--- src/rtl/dcache_miss_handler.sv ---
// Direct-mapped, one-word-per-line, write-through/no-allocate data cache front end.
// Optional hit/miss counters are enabled with `define DCACHE_STATS_EN.
module dcache_miss_handler #(
    parameter int LINES  = 16,
    parameter int ADDR_W = 32
) (
    input  logic              clk,
    input  logic              reset,
    input  logic              req_valid,
    output logic              req_ready,
    input  logic              req_we,
    input  logic [ADDR_W-1:0] req_addr,
    input  logic [31:0]       req_wdata,
    input  logic              flush,
    output logic [31:0]       data_rdata,
    output logic              data_busy1,
    output logic              data_missed1,
    output logic              data_finished1,
    output logic              mem_req,
    output logic              mem_we,
    output logic [ADDR_W-1:0] mem_addr,
    output logic [31:0]       mem_wdata,
    input  logic              mem_ack,
    input  logic [31:0]       mem_rdata,
`ifdef DCACHE_STATS_EN
    output logic [31:0]       hit_count,
    output logic [31:0]       miss_count,
`endif
    output logic [1:0]        dbg_state
);

    // Request handshake: a request transfers on a rising edge where
    // req_valid && req_ready; req_ready never depends on req_valid.
    localparam int IDX_W = $clog2(LINES);
    localparam int TAG_W = ADDR_W - 2 - IDX_W;

    localparam logic [1:0] S_IDLE   = 2'd0;
    localparam logic [1:0] S_LOOKUP = 2'd1;
    localparam logic [1:0] S_MEM    = 2'd2;
    localparam logic [1:0] S_DONE   = 2'd3;

    logic [1:0]        state_q, state_d;
    logic              we_q, we_d;
    logic [ADDR_W-3:0] word_q, word_d;
    logic [31:0]       wdata_q, wdata_d;
    logic [31:0]       rdata_q, rdata_d;
    logic [LINES-1:0]  valid_q, valid_d;
    logic [TAG_W-1:0]  tag_q [LINES];
    logic [TAG_W-1:0]  tag_d [LINES];
    logic [31:0]       line_q [LINES];
    logic [31:0]       line_d [LINES];

    logic [IDX_W-1:0]  cur_idx;
    logic [TAG_W-1:0]  cur_tag;
    logic              lookup_hit;
    logic              unused_addr_bits;

    assign unused_addr_bits = ^req_addr[1:0];
    assign cur_idx    = word_q[IDX_W-1:0];
    assign cur_tag    = word_q[ADDR_W-3:IDX_W];
    assign lookup_hit = valid_q[cur_idx] && (tag_q[cur_idx] == cur_tag);

    // Async reset drops state to IDLE at once, so every state-derived output
    // is already 0; only req_ready needs explicit gating with reset.
    assign req_ready  = (state_q == S_IDLE) && !flush && !reset;
    assign data_busy1 = (state_q != S_IDLE);
    assign mem_req    = (state_q == S_MEM);
    assign mem_we     = (state_q == S_MEM) && we_q;
    assign mem_addr   = {word_q, 2'b00};
    assign mem_wdata  = wdata_q;
    assign dbg_state  = state_q;

    always_comb begin
        state_d        = state_q;
        we_d           = we_q;
        word_d         = word_q;
        wdata_d        = wdata_q;
        rdata_d        = rdata_q;
        valid_d        = valid_q;
        tag_d          = tag_q;
        line_d         = line_q;
        data_missed1   = 1'b0;
        data_finished1 = 1'b0;
        data_rdata     = 32'h0;
        case (state_q)
            S_IDLE: begin
                if (flush) begin
                    valid_d = '0;
                end else if (req_valid) begin
                    we_d    = req_we;
                    word_d  = req_addr[ADDR_W-1:2];
                    wdata_d = req_wdata;
                    state_d = S_LOOKUP;
                end
            end
            S_LOOKUP: begin
                if (!we_q && lookup_hit) begin
                    data_rdata     = line_q[cur_idx];
                    data_finished1 = 1'b1;
                    state_d        = S_IDLE;
                end else begin
                    // Stores always go to memory; a store hit also refreshes the line.
                    if (we_q && lookup_hit) begin
                        line_d[cur_idx] = wdata_q;
                    end
                    data_missed1 = !lookup_hit;
                    state_d      = S_MEM;
                end
            end
            S_MEM: begin
                if (mem_ack) begin
                    if (!we_q) begin
                        valid_d[cur_idx] = 1'b1;
                        tag_d[cur_idx]   = cur_tag;
                        line_d[cur_idx]  = mem_rdata;
                        rdata_d          = mem_rdata;
                    end
                    state_d = S_DONE;
                end
            end
            default: begin
                data_finished1 = 1'b1;
                data_rdata     = we_q ? 32'h0 : rdata_q;
                state_d        = S_IDLE;
            end
        endcase
    end

    always_ff @(posedge clk or posedge reset) begin
        if (reset) begin
            state_q <= S_IDLE;
            we_q    <= 1'b0;
            word_q  <= '0;
            wdata_q <= 32'h0;
            rdata_q <= 32'h0;
            valid_q <= '0;
        end else begin
            state_q <= state_d;
            we_q    <= we_d;
            word_q  <= word_d;
            wdata_q <= wdata_d;
            rdata_q <= rdata_d;
            valid_q <= valid_d;
        end
    end

    // Tag and data arrays are qualified by valid_q, so they need no reset.
    always_ff @(posedge clk) begin
        tag_q  <= tag_d;
        line_q <= line_d;
    end

`ifdef DCACHE_STATS_EN
    logic [31:0] hit_count_q, hit_count_d;
    logic [31:0] miss_count_q, miss_count_d;

    always_comb begin
        hit_count_d  = hit_count_q;
        miss_count_d = miss_count_q;
        if (state_q == S_LOOKUP) begin
            if (lookup_hit) begin
                if (hit_count_q != 32'hFFFF_FFFF) hit_count_d = hit_count_q + 32'd1;
            end else begin
                if (miss_count_q != 32'hFFFF_FFFF) miss_count_d = miss_count_q + 32'd1;
            end
        end
    end

    always_ff @(posedge clk or posedge reset) begin
        if (reset) begin
            hit_count_q  <= 32'h0;
            miss_count_q <= 32'h0;
        end else begin
            hit_count_q  <= hit_count_d;
            miss_count_q <= miss_count_d;
        end
    end

    assign hit_count  = hit_count_q;
    assign miss_count = miss_count_q;
`endif

endmodule

--- config.mk ---
export PLATFORM = sky130hd
export DESIGN_NAME = dcache_miss_handler
export DESIGN_NICKNAME = d
export VERILOG_FILES = /design/src/rtl/dcache_miss_handler.sv
export SDC_FILE = /design/constraint.sdc
export NUM_CORES = 1
export LEC_CHECK = 0
export ABC_AREA = 1
export BUFFER_PORTS_ARGS = -buffer_cell sky130_fd_sc_hd__buf_2
export CORE_MARGIN = 1
export CORE_UTILIZATION = 55
export CTS_BUF_LIST = sky130_fd_sc_hd__clkbuf_8 sky130_fd_sc_hd__clkbuf_16
export DETAILED_ROUTE_END_ITERATION = 8
export GPL_TIMING_DRIVEN = 0
export PLACE_DENSITY_LB_ADDON = 0.25
export RECOVER_POWER = 50
export REMOVE_ABC_BUFFERS = 1
export SETUP_SLACK_MARGIN = 0.02
export SYNTH_ARGS = -nofsm -noshare
export SYNTH_HDL_FRONTEND = slang
export SYNTH_SLANG_ARGS = --single-unit
--- constraint.sdc ---
create_clock -name clk -period 3.55 [get_ports clk]
set_input_delay 0 -clock clk [delete_from_list [all_inputs] [get_ports clk]]
set_output_delay 0 -clock clk [all_outputs]
set_load 0.01 [all_outputs]
# Word level (Yosys, flattened, before mapping)
# Index checks and enable logic that the tools add are counted.
# totals
word_cells	116
ramBits	0
inputBits	102
reg_bits	1041
mem_bits_ro	0
mem_count	0
latch_bits	0
# op_classes
n_addsub	0
n_reduce_logical	22
n_lt_le_gt_ge	4
multipliers	0
eq_ne	10
n_bitwise	4
muxes	38
n_div	0
n_shift	0
# op_table
cell	n
two-way mux 512 bit	4
bitwise mux 512 bit	2
one-hot mux 512 bit (2 select lines)	1
bitwise mux 416 bit	1
two-way mux 32 bit	5
binary-select mux 32 bit (select 4 bit)	1
demux 32 bit (select 4 bit)	1
binary-select mux 26 bit (select 4 bit)	1
demux 26 bit (select 4 bit)	1
two-way mux 26 bit	3
one-hot mux 32 bit (2 select lines)	1
two-way mux 16 bit	3
one-hot mux 16 bit (2 select lines)	1
equality test 26 bit	1
bitwise OR 16 bit	1
inequality test 2 bit (second input constant)	6
AND reduction 3 bit	3
logical AND 1 bit	8
two-way mux 2 bit	4
one-hot mux 2 bit (3 select lines)	1
nonzero test 2 bit	3
greater-or-equal comparator 5 bit (second input constant)	1
less-than comparator 4 x 5 -> 1 bit (second input constant)	1
less-than comparator 5 x 1 -> 1 bit (second input constant)	1
15 further kinds	23

# Depth between registers and ports, before layout
# logic_depth
depth_word	10
mapped_depth	22

# Worst setup path before layout
# OpenSTA, ideal clock, no wires.
# synth_timing
path_kind	register to register
startpoint	register word_q[0]
endpoint	register line_q[0] in the netlist's numbering (enable)
slack_ps	-357
n_path_buf	4
t_arrival_ps	3486
path_stages_with_launch	22
required_time_ps	3129
setup_time_ps	421
cell_sequence	dfrtp_1 -> buf_4 -> buf_4 -> buf_2 -> nand2_1 -> nand2_1 -> nand2_1 -> nand3_1 -> nand2_1 -> nand2_1 -> nor2_1 -> nor2_1 -> nor2_1 -> nand2_1 -> nor2_1 -> nand2_1 -> nor2_1 -> nand3_1 -> nand2_1 -> nand2_2 -> buf_2 -> nor2_1
# synth_via
elab_chain_cells	9
word_cells_on_any_way	13
cone_classes	eq/ne: 3; mux: 5; bitwise: 1; reduce/logical: 4
# synth_lines
item	line_no	text
from (decl)	44	logic [ADDR_W-3:0] word_q, word_d;
from (signal assigned)	140	word_q <= word_d;
NOT 4 -> 5 bit (not written as such)	61	assign lookup_hit = valid_q[cur_idx] && (tag_q[cur_idx] == cur_tag);
binary-select mux 26 bit (select 4 bit)	61	
two-way mux 26 bit (not written as such) (2 in series)	61	
equality test 26 bit	61	
logical AND 1 bit (*)	61	
logical AND 1 bit (on tied branches)	103, 97	
inequality test 2 bit (no line)	-	
AND reduction 5 bit (no line) (*)	-	
to (signal assigned)	150	line_q <= line_d;
to (decl)	50	logic [31:0] line_q [LINES];
# Mark *: on every way between the ends. The rest lies on a longest branch, timed or not. The select of a mux whose other input is x is not followed.
# A chain may end at the register's enable or synchronous reset.

# Worst setup path in the final report
# layout_timing
startpoint	register word_q[0]
endpoint	output data_rdata[19]
# layout_via
elab_chain_cells	9
word_cells_on_any_way	14
cone_classes	eq/ne: 1; mux: 10; bitwise: 1; reduce/logical: 2
# layout_lines
item	line_no	text
NOT 4 -> 5 bit (not written as such)	61, 98	
binary-select mux 26 bit (select 4 bit)	61	
two-way mux 26 bit (not written as such) (2 in series)	61	
equality test 26 bit	61	
logical AND 1 bit	61	
logical AND 1 bit	97	if (!we_q && lookup_hit) begin
two-way mux 32 bit (*)	97	
one-hot mux 32 bit (2 select lines) (*)	85	case (state_q)
to (decl)	15	output logic [31:0] data_rdata,
# Marks and branches as above.

==> results by group <==
GRT
  – Met1 Usage GRT: 0.444
  – Largest net degree at the start of global routing: 97
  – All-Layer GR Usage: 0.358
  – Met2 usage: 0.568
  – Global routing's busiest layer: met2
  – GRT met3 Usage: 0.0804
  – First-pass GRT wire length: 206000 um
  – Antenna violations before repair: 2
  – Vias in the first global route: 32345
  – Total global routing overflow: 0

Cells and area
  – FILL cells: 5327
  – Share of cells above drive strength 1: 0.174
  – Final Instance Area: 53700 um^2
  – Area delta synth->final: 24.2%
  – Final net count: between 4000 and 5000
  – Ant diodes: 0

Yosys
  – Post-synth top cells: nand2_1, edfxtp_1, nor2_1
  – Post-Syn Area per Cell: 11.1 um^2
  – Primary FF master, synth: edfxtp_1
  – Syn Inst Count: 3895
  – Yosys reg bits: 1041
  – Yosys warnings: 0
  – FFs w/ async S/R, synth: 0.109
  – EDFF count, synth: 928
  – Post-synthesis sequential area ratio: 0.709
  – Synth area leaders: edfxtp_1, nand2_1, dfrtp_1
  – Synth top area share: 0.644
  – Area leader, netlist: edfxtp_1
  – Synth cell types: 31
  – Most common cell in the netlist: nand2_1
  – Netlist Area Pre-Place: 43300 um^2

Worst setup path
  – Startpoint types: flop
  – Worst setup EP type: output port
  – Crit path to: data_rdata[19]
  – R2R cell count: 8
  – CP bufs+invs: 7
  – R2r setup slk: -260 ps
  – CP max stage delay: between 500 and 600 ps
  – Launching point of the worst reg2reg path: word_q[1]
  – CP required: between 3000 and 4000 ps
  – Critical path class: flop to output port
  – Critical Path AT: around 3800 ps
  – Worst-path fanout max: 11
  – Crit-path slowest cell: dfrtp_4
  – Critical R2R Capture: tag_q[3]
  – Crit-path leading delay family: simple AND/OR/NAND/NOR gates
  – Crit path depth: 19
  – Crit path launch: word_q[0]
  – Crit path cell chain: buf_16 -> buf_4 -> nand2_8 -> buf_16 -> inv_4 -> nand2_1 -> nand4_1 -> nand2_1 -> nand2_2 -> o21ai_4 -> nand4_1 -> nor2_2 -> nand2_2 -> nor2_4 -> buf_12 -> buf_12 -> nand4_1 -> nand2_1 -> buf_6

Routing
  – Post-Route WL: 145000 um
  – First DRT Iteration DRCs: 4716
  – TritonRoute pass-1 iters: 8
  – DRC viols: 0
  – Vias per cell: 6.21
  – Routed via count: ~34000
  – DRT antenna net count: 0
  – Wire per inst: around 27 um

Clock tree
  – Clk slew on worst S/H paths: 60 ps
  – Clk root buf: clkbuf_16
  – Clock sinks: 1041
  – Worst-Skew Late Latency: 690 ps
  – Clock Path Buffers: 3
  – Cts bufs inserted: 105
  – CTS tree: built
  – H-tree depth: 3

Placement
  – Pre-CTS WS: -2780 ps
  – Hpwl dp: 67800 um
  – Number of buffer cells added on primary ports: 201
  – Dpl cell area: 46200 um^2
  – Placer Congestion: ~0.8

Timing
  – RSZ-0062 raised after global routing: yes
  – Final hold violation count: 0
  – Min Tclk post-route: 3820 ps
  – Min Hold Slack: 74.4 ps
  – Final worst slack: -269 ps
  – Final worst path period share: 1.08
  – Worst-Margin Slew: 2200 ps
  – Fin Clk Skew: 31.9 ps
  – Finish-stage setup viols: around 600
  – Fin. max-slew vios: 112
  – Fmax: 262 MHz
  – Relative slew slack: -0.473

Floorplanning
  – FP Rows: 102
  – Core area: 77600 um^2
  – Initial Util: 0.558
  – # IOs: just over 200
  – Die ar.: 79800 um^2
  – Die W: 282 um
  – Chip height: approximately 280 um

Hold path
  – Hold Crit Class: input pin to flop

Outcome
  – Violations in the final reports: max-capacitance violations, max-slew violations, negative setup slack
  – Status: complete, but fails checks

Flow run
  – Total of max-cap violations: 4

Power
  – Power per cell area: about 830 nW/um^2
  – Lkg Pwr: 19.9 nW
  – Maximum vdd ir drop: 0.000567 V
worst min path at each step:
stage                  start             to  slack, ps  cells after the start
2_1_floorplan          reset      req_ready         50                      1
3_3_place_gp   req_wdata[17]  mem_wdata[17]        230                      2
3_5_place_dp           reset     word_q[27]         50                      2
4_1_cts                flush    valid_q[15]         40                      5
5_1_grt        req_wdata[24]  mem_wdata[24]         70                      3
6_report        req_wdata[1]   mem_wdata[1]         70                      3
sequential cells by signal, indices dropped and copies added, names as in the netlist:
signal	cells
dbg_state	2
line_q	512
mem_wdata	32
rdata_q	32
tag_q	416
valid_q	16
we_q	1
word_q	30
cells in the final DEF (no fill, tap or decap), types with 64 or more instances in the layout:
cell,count
inv_1,100
edfxtp_1,928
buf_4,73
buf_12,64
dlygate4sd3_1,100
o22ai_1,264
dfrtp_1,110
o21ai_0,136
clkbuf_16,114
nor2_1,633
nand2_1,1024
buf_2,139
logic make-up after synthesis:
family | Yosys count | synth area share
mux | 35 | 0.00911
other cells | 1 | 0.0000867
compound gates | 550 | 0.0756
simple gates | 1898 | 0.170
buf+inv | 370 | 0.0359
flops | 1041 | 0.709
report_power, final:
group          switching, mW  internal (mW)
logic                   11.7           5.69
clock network           4.77           6.04
registers               1.22           15.1
total                   17.7           26.8
stage by stage:
step                       TNS, ps  cells  power (mW)  utilization
after global placement           -   4876        28.8        0.573
final                       -62500   5415        44.6        0.693
after CTS                   -10740   5388        43.2        0.687
after global routing       -183340   5415        46.1        0.693
after detailed placement  -1597890   4937        29.8        0.596
after floorplan           -6508580   3635        24.1            -
metal layers:
layer  vias to the layer above  part of all wire
met5                         -           0.00055
met2                      2626              0.46
met1                     16006              0.34
li1                      14313                 -
met4                         6             0.078
met3                       687              0.12
tightest hold or removal path: cells and delay by family:
family / cells / cell delay [ps]
buffers and inverters: 2 / 600
multiplexers: 1 / 120
repair_timing:
action,in CTS,in global routing
buffers inserted,108,22
endpoints found under the setup margin,1034,618
pin swaps,77,96
resized for setup,160,100
hold endpoints to repair,209,0
hold buffers,100,0
gates cloned,46,9
cell type report:
type                            count  area [um^2]  share of cell area
Inverter                          109          597              0.0111
Timing Repair inverter              9          129             0.00240
Timing Repair Buffer              527         5780               0.108
Sequential cell                  1041        30700               0.571
Clock buffer                      118         2820              0.0524
Tap cell                         1040         1300              0.0242
Multi-Input combinational cell   2491        11900               0.221
Clock inverter                     80          537             0.00999
No activity file was read; power rests on OpenSTA's default activity.
